--- src/rtl/sdrd_pkg.sv ---
// Shared types and constants for the SDRD serial reader: FSM states, the
// serial-select window base, and the default unlock nibble sequence.
package sdrd_pkg;

  typedef enum logic [2:0] {
    ST_IDLE   = 3'd0,
    ST_UNLOCK = 3'd1,
    ST_UGAP   = 3'd2,
    ST_READ   = 3'd3,
    ST_RGAP   = 3'd4,
    ST_FIN    = 3'd5
  } sdrd_state_e;

  localparam logic [13:0] SDRD_WINDOW     = 14'h1000;
  localparam int          SDRD_NIB_LSB    = 4;
  localparam logic [31:0] SDRD_UNLOCK_SEQ = 32'h0000_98A2;

  // Places a BA7..BA4 nibble into the serial-select window address.
  function automatic logic [13:0] unlock_addr(input logic [3:0] nib);
    return SDRD_WINDOW | (14'(nib) << SDRD_NIB_LSB);
  endfunction

endpackage

--- src/rtl/sdrd_serial_reader_if.sv ---
// Board-bus side of the SDRD reader: request/address out, ack/serial data in.
// Handshake: bus_req and bus_addr stay constant from the first request cycle
// until the cycle in which bus_ack is sampled high; ack with bus_req low means nothing.
interface sdrd_serial_reader_if;
  logic        bus_req;
  logic        sser_n;
  logic        br_w;
  logic [13:0] bus_addr;
  logic        bus_ack;
  logic        sdrd_in;

  modport master (
    output bus_req, sser_n, br_w, bus_addr,
    input  bus_ack, sdrd_in
  );

  modport slave (
    input  bus_req, sser_n, br_w, bus_addr,
    output bus_ack, sdrd_in
  );
endinterface

--- src/rtl/sdrd_ack_timer.sv ---
// Acknowledge wait counter: held at zero by clr, counts while en, and
// saturates at TIMEOUT, where expired is raised.
module sdrd_ack_timer #(
  parameter int TIMEOUT = 15
) (
  input  logic clk,
  input  logic rst_n,
  input  logic clr,
  input  logic en,
  output logic expired
);

  logic [7:0] cnt_q, cnt_d;

  assign expired = (cnt_q == 8'(TIMEOUT));

  always_comb begin
    cnt_d = cnt_q;
    if (clr) begin
      cnt_d = '0;
    end else if (en && !expired) begin
      cnt_d = cnt_q + 8'd1;
    end
  end

  always_ff @(posedge clk or negedge rst_n) begin
    if (!rst_n) begin
      cnt_q <= '0;
    end else begin
      cnt_q <= cnt_d;
    end
  end

endmodule

--- src/rtl/sdrd_serial_reader.sv ---
// SDRD serial reader: issues the unlock read sequence, then one read per data
// bit, shifting SDRD (sampled on ack) into a parallel word, MSB first.
module sdrd_serial_reader
  import sdrd_pkg::*;
#(
  parameter int          NBITS      = 16,
  parameter int          UNLOCK_LEN = 4,
  parameter logic [31:0] UNLOCK_SEQ = SDRD_UNLOCK_SEQ,
  parameter int          TIMEOUT    = 15
) (
  input  logic                 clk,
  input  logic                 rst_n,
  input  logic                 start,
  output logic                 busy,
  output logic                 done,
  output logic                 err,
  output logic [NBITS-1:0]     data,
  output sdrd_state_e          state_dbg,
  sdrd_serial_reader_if.master bus
);

  localparam int CW = $clog2(NBITS + 1);

  sdrd_state_e      state_q, state_d;
  logic [2:0]       idx_q, idx_d;
  logic [CW-1:0]    bit_cnt_q, bit_cnt_d;
  logic [NBITS-1:0] data_q, data_d;
  logic             err_q, err_d;
  logic             busy_q, busy_d;
  logic             done_q, done_d;
  logic             bus_req_q, bus_req_d;
  logic             sser_n_q, sser_n_d;
  logic [13:0]      bus_addr_q, bus_addr_d;
  logic             req_active;
  logic             timer_expired;

  assign req_active = (state_q == ST_UNLOCK) || (state_q == ST_READ);

  sdrd_ack_timer #(.TIMEOUT(TIMEOUT)) u_timer (
    .clk     (clk),
    .rst_n   (rst_n),
    .clr     (!req_active),
    .en      (req_active && !bus.bus_ack),
    .expired (timer_expired)
  );

  always_comb begin
    state_d   = state_q;
    idx_d     = idx_q;
    bit_cnt_d = bit_cnt_q;
    data_d    = data_q;
    err_d     = err_q;

    case (state_q)
      ST_IDLE: begin
        if (start) begin
          state_d   = ST_UNLOCK;
          idx_d     = '0;
          bit_cnt_d = '0;
          data_d    = '0;
          err_d     = 1'b0;
        end
      end
      // An ack in the cycle the timer expires still wins over the timeout.
      ST_UNLOCK: begin
        if (bus.bus_ack) begin
          state_d = ST_UGAP;
        end else if (timer_expired) begin
          err_d   = 1'b1;
          state_d = ST_FIN;
        end
      end
      ST_UGAP: begin
        if (idx_q == 3'(UNLOCK_LEN - 1)) begin
          state_d = ST_READ;
        end else begin
          idx_d   = idx_q + 3'd1;
          state_d = ST_UNLOCK;
        end
      end
      ST_READ: begin
        if (bus.bus_ack) begin
          data_d    = NBITS'({data_q, bus.sdrd_in});
          bit_cnt_d = bit_cnt_q + CW'(1);
          state_d   = ST_RGAP;
        end else if (timer_expired) begin
          err_d   = 1'b1;
          state_d = ST_FIN;
        end
      end
      ST_RGAP: begin
        state_d = (bit_cnt_q == CW'(NBITS)) ? ST_FIN : ST_READ;
      end
      ST_FIN: begin
        state_d = ST_IDLE;
      end
      default: begin
        state_d = ST_IDLE;
      end
    endcase

    // Outputs are decoded from the next state so they appear registered.
    bus_req_d = (state_d == ST_UNLOCK) || (state_d == ST_READ);
    sser_n_d  = !bus_req_d;
    busy_d    = bus_req_d || (state_d == ST_UGAP) || (state_d == ST_RGAP);
    done_d    = (state_d == ST_FIN);
    case (state_d)
      ST_UNLOCK: bus_addr_d = unlock_addr(UNLOCK_SEQ[{idx_d, 2'b00} +: 4]);
      ST_READ:   bus_addr_d = SDRD_WINDOW;
      default:   bus_addr_d = '0;
    endcase
  end

  always_ff @(posedge clk or negedge rst_n) begin
    if (!rst_n) begin
      state_q    <= ST_IDLE;
      idx_q      <= '0;
      bit_cnt_q  <= '0;
      data_q     <= '0;
      err_q      <= 1'b0;
      busy_q     <= 1'b0;
      done_q     <= 1'b0;
      bus_req_q  <= 1'b0;
      sser_n_q   <= 1'b1;
      bus_addr_q <= '0;
    end else begin
      state_q    <= state_d;
      idx_q      <= idx_d;
      bit_cnt_q  <= bit_cnt_d;
      data_q     <= data_d;
      err_q      <= err_d;
      busy_q     <= busy_d;
      done_q     <= done_d;
      bus_req_q  <= bus_req_d;
      sser_n_q   <= sser_n_d;
      bus_addr_q <= bus_addr_d;
    end
  end

  assign busy         = busy_q;
  assign done         = done_q;
  assign err          = err_q;
  assign data         = data_q;
  assign state_dbg    = state_q;
  assign bus.bus_req  = bus_req_q;
  assign bus.sser_n   = sser_n_q;
  assign bus.br_w     = bus_req_q;
  assign bus.bus_addr = bus_addr_q;

endmodule

--- src/flat_wrapper.sv ---
// flat-port wrapper written by rule: the top's interface ports become plain ports
module sdrd_serial_reader_flat import sdrd_pkg::*;
#(
  parameter int          NBITS      = 16,
  parameter int          UNLOCK_LEN = 4,
  parameter logic [31:0] UNLOCK_SEQ = SDRD_UNLOCK_SEQ,
  parameter int          TIMEOUT    = 15
)
  (clk, rst_n, start, busy, done, err, data, state_dbg, bus_bus_req, bus_sser_n, bus_br_w, bus_bus_addr, bus_bus_ack, bus_sdrd_in);
  sdrd_serial_reader_if bus_i ();
  input  logic clk;
  input  logic rst_n;
  input  logic start;
  output logic busy;
  output logic done;
  output logic err;
  output logic [NBITS-1:0] data;
  output sdrd_state_e state_dbg;
  output wire logic [$bits(bus_i.bus_req)-1:0] bus_bus_req;
  output wire logic [$bits(bus_i.sser_n)-1:0] bus_sser_n;
  output wire logic [$bits(bus_i.br_w)-1:0] bus_br_w;
  output wire logic [$bits(bus_i.bus_addr)-1:0] bus_bus_addr;
  input wire logic [$bits(bus_i.bus_ack)-1:0] bus_bus_ack;
  input wire logic [$bits(bus_i.sdrd_in)-1:0] bus_sdrd_in;
  assign bus_bus_req = bus_i.bus_req;
  assign bus_sser_n = bus_i.sser_n;
  assign bus_br_w = bus_i.br_w;
  assign bus_bus_addr = bus_i.bus_addr;
  assign bus_i.bus_ack = bus_bus_ack;
  assign bus_i.sdrd_in = bus_sdrd_in;
  sdrd_serial_reader #(.NBITS(NBITS), .UNLOCK_LEN(UNLOCK_LEN), .UNLOCK_SEQ(UNLOCK_SEQ), .TIMEOUT(TIMEOUT)) u_core (.clk(clk), .rst_n(rst_n), .start(start), .busy(busy), .done(done), .err(err), .data(data), .state_dbg(state_dbg), .bus(bus_i));
endmodule
--- config.mk ---
export PLATFORM = sky130hd
export DESIGN_NAME = sdrd_serial_reader_flat
export DESIGN_NICKNAME = d
export VERILOG_FILES = /design/src/rtl/sdrd_pkg.sv /design/src/rtl/sdrd_serial_reader_if.sv /design/src/rtl/sdrd_ack_timer.sv /design/src/rtl/sdrd_serial_reader.sv /design/src/flat_wrapper.sv
export SDC_FILE = /design/constraint.sdc
export NUM_CORES = 1
export LEC_CHECK = 0
export ABC_AREA = 0
export CAP_MARGIN = 15
export CORE_AREA = 10 10 94 96
export CTS_BUF_LIST = sky130_fd_sc_hd__clkbuf_4 sky130_fd_sc_hd__clkbuf_8
export DETAILED_ROUTE_END_ITERATION = 16
export DIE_AREA = 0 0 104 106
export PLACE_DENSITY = 0.62
export SKIP_CTS_REPAIR_TIMING = 1
export SLEW_MARGIN = 0
export SYNTH_ARGS = -nofsm -noshare
export SYNTH_HDL_FRONTEND = slang
export SYNTH_SLANG_ARGS = --single-unit
--- constraint.sdc ---
create_clock -name clk -period 1.75 [get_ports clk]
set_input_delay 0.525 -clock clk [delete_from_list [all_inputs] [get_ports clk]]
set_output_delay 0.525 -clock clk [all_outputs]
set_load 0.02 [all_outputs]
==> results.sh <==
export IMPL_fp_rows=31
export IMPL_yosys_register_bits=43
export IMPL_worstSkewPairLatency_ps=300
export IMPL_core_region_area_um2=7060
export IMPL_grt_start_max_net_pins=23
export IMPL_hold_worst_slack_ps=188
export IMPL_totalNegativeSetupSlack_ps=-10.7
export IMPL_dp_hpwl_um=3270
export IMPL_cts_sinks=43
export IMPL_synthMostInstantiatedCell="dfrtp_1"
export IMPL_yosys_top_cells_area="dfrtp_1 51%, a22o_1 7.3%, buf_4 4.4%"
export IMPL_synth_cell_types=48
export IMPL_antenna_left=0
export IMPL_report_final_slew_viol_count=0
export IMPL_setup_viol=1
export IMPL_grt_pass1_vias=1636
export IMPL_yosysTopAreaCellShare_pct=51.3
export IMPL_gpl_final_weighted_congestion=0.765
export IMPL_fmax_mhz=568
export IMPL_status="complete, but fails checks"
export IMPL_drt_first_iter_violations=39
export IMPL_syn_cell_area_um2=2050
export IMPL_async_flop_share_pct=100
export IMPL_cts_tree="built"
export IMPL_critPathCaptureType="register"
export IMPL_wirelength_um=4640
export IMPL_worstHoldPathType="in2async"
export IMPL_synth_edff_count=0
export IMPL_cp_data_required_time_ps=1940
export IMPL_synth_largest_area_cell="dfrtp_1"
export IMPL_dr_wl_cell_um=13.1
export IMPL_synth_commonest_cells="42 x dfrtp_1, 17 x a22o_1, 13 x nor2_1, 12 x buf_4, 10 x inv_1"
export IMPL_die_area_um2=11000
export IMPL_drv_max_cap_violation_count=0
export IMPL_fp_dieW_um=104
export IMPL_cts_inserted_buffers=5
export IMPL_worstPathMaxFanout=5
export IMPL_fill_cell_instance_count_of_the_final_layout=668
export IMPL_finalCritPeriodShare_pct=101
export IMPL_timing_hold_violations_final=0
export IMPL_antenna_found_initial=0
export IMPL_first_pass_iters=4
export IMPL_failed_checks="setup timing"
export IMPL_global_routing_usage_summed_across_all_routing_layers_pct=8.21
export IMPL_clock_period_minus_final_worst_setup_slack_ps=1760
export IMPL_start_util_pct=29.0
export IMPL_port_buffers=33
export IMPL_timing_critical_path_arrival_ps=1950
export IMPL_post_route_worst_setup_slack_ps=-10.7
export IMPL_synth_flop_cell="dfrtp_1"
export IMPL_setup_cp_type="reg2reg"
export IMPL_fin_worst_skew_ps=4.72
export IMPL_h_tree_depth=2
export IMPL_cts_clk_slew_worst_paths_ps=90
export IMPL_route_vias_total=1622
export IMPL_final_layout_size_suffix_gt1_share_pct=29.5
export IMPL_synth_seq_area_share_pct=52.6
export IMPL_synthesized_netlist_cell_count=187
export IMPL_clock_tree_buffer_depth=2
export IMPL_power_ir_vdd_worst_mv=0.506
export IMPL_antenna_cells_inserted=0
export IMPL_io_pin_count=44
export IMPL_multi_input_comb_area_um2=977
export IMPL_area_delta_synth_final_pct=47.8
export IMPL_final_seq_area_um2=1080
export IMPL_synth_warnings=0
export IMPL_finish_net_count=262
export IMPL_die_height_um=106
export IMPL_power_density_nw_per_um2=1300
export IMPL_gr_total_overflow=0
export IMPL_syn_mean_instance_area_um2=11.0
export IMPL_grt_pass1_wl_um=7740
export IMPL_worst_setup_path_start_kind="register"
export IMPL_unrepaired_setup_endpoints_after_global_routing="true"
export IMPL_clk_root_buffer_cell="clkbuf_8"
export IMPL_remaining_drc_errors=0
export IMPL_route_detailed_vias_per_inst=4.59
export IMPL_leakage_power_nw=1.80
[sequential cells by signal, summed over array words and instances, names as in the netlist]
register and flops:
u_core.bit_cnt_q 5, u_core.err 1, u_core.bus.br_w 1, u_core.busy 1, u_core.state_dbg 3, u_core.u_timer.cnt_q 8
u_core.done 1, u_core.data 16, u_core.idx_q 3, u_core.bus.bus_addr 3, u_core.bus.sser_n 1
[cell type report]
class / count / share of cell area [%]
Clock buffer: 5 / 2.27
Tap cell: 99 / 4.09
Clock inverter: 3 / 1.45
Inverter: 10 / 1.24
Timing Repair Buffer: 72 / 23.1
Sequential cell: 43 / 35.6
Multi-Input combinational cell: 121 / 32.3
[worst paths after layout]
kind	start	end	slack, ps	cells past startpoint
setup reg to reg	u_core.u_timer.cnt_q[1]	u_core.bus.bus_addr[5]	-10	6
min in group clk	u_core.err	u_core.err	500	2
setup / recovery	u_core.u_timer.cnt_q[1]	u_core.bus.bus_addr[5]	-10	6
hold reg to reg	u_core.err	u_core.err	500	2
hold / removal	rst_n	u_core.bus.br_w	190	2
max in group asynchronous	rst_n	u_core.bus.sser_n	1300	2
[through the flow]
step | std cells | area (um2) | utilization (%) | power [mW] | setup slack [ps]
after floorplan | 196 | 2080 | - | 2.22 | 29.6
after global placement | 338 | 2640 | 37.4 | 2.88 | -481
after detailed placement | 338 | 2640 | 37.4 | 2.89 | -508
after CTS | 346 | 2750 | 39.0 | 3.71 | -205
after global routing | 353 | 3030 | 42.9 | 4.21 | -112
final | 353 | 3030 | 42.9 | 3.94 | -10.7
[where the power goes]
part / leakage (nW) / total (mW) / switching (mW) / internal [mW]
sequential: 0.579 / 1.31 / 0.119 / 1.19
combinational: 1.16 / 1.83 / 0.948 / 0.884
clock: 0.0581 / 0.798 / 0.372 / 0.426
total: 1.80 / 3.94 / 1.44 / 2.50
[kinds of logic after synthesis]
group	share of synthesized area, %
compound gates	17.1
xor+xnor	3.42
fa+ha+maj	2.44
buf+inv	8.25
flops	52.6
mux	0.977
other cells	0.183
simple gates	15.0
[cells in the final DEF (no fill, tap or decap), types with 2 or more instances in the layout]
cell             n
a211oi_1         2
a21o_1           2
a21oi_2          5
a22o_1          17
buf_4           38
clkbuf_8         5
conb_1          10
dfrtp_1         42
dlymetal6s2s_1  31
ha_1             2
inv_1            8
inv_2            2
mux2i_1          2
nand2_1          7
nand2b_1         4
nand3_1          2
nor2_1          13
nor2b_1          2
nor3b_1          2
nor4_2           4
o21a_1           3
o21ai_0          2
o31ai_4          2
or3_1            2
or4_4            2
xnor2_1          6
xor2_1           2
[metal layers]
layer  track usage (%)  share of wire (%)
met1              9.62                 44
met2              13.0                 48
met4              2.98                1.2
met3              3.80                6.6
met5                 0                  0
[critical path: stages (launching register included)]
cell       delay (ps)
dfrtp_1           400
ha_1              200
and3_2            250
a2111oi_2         390
a211o_1           250
buf_4             140
nor4_2             30
No activity file was read; power rests on OpenSTA's default activity.
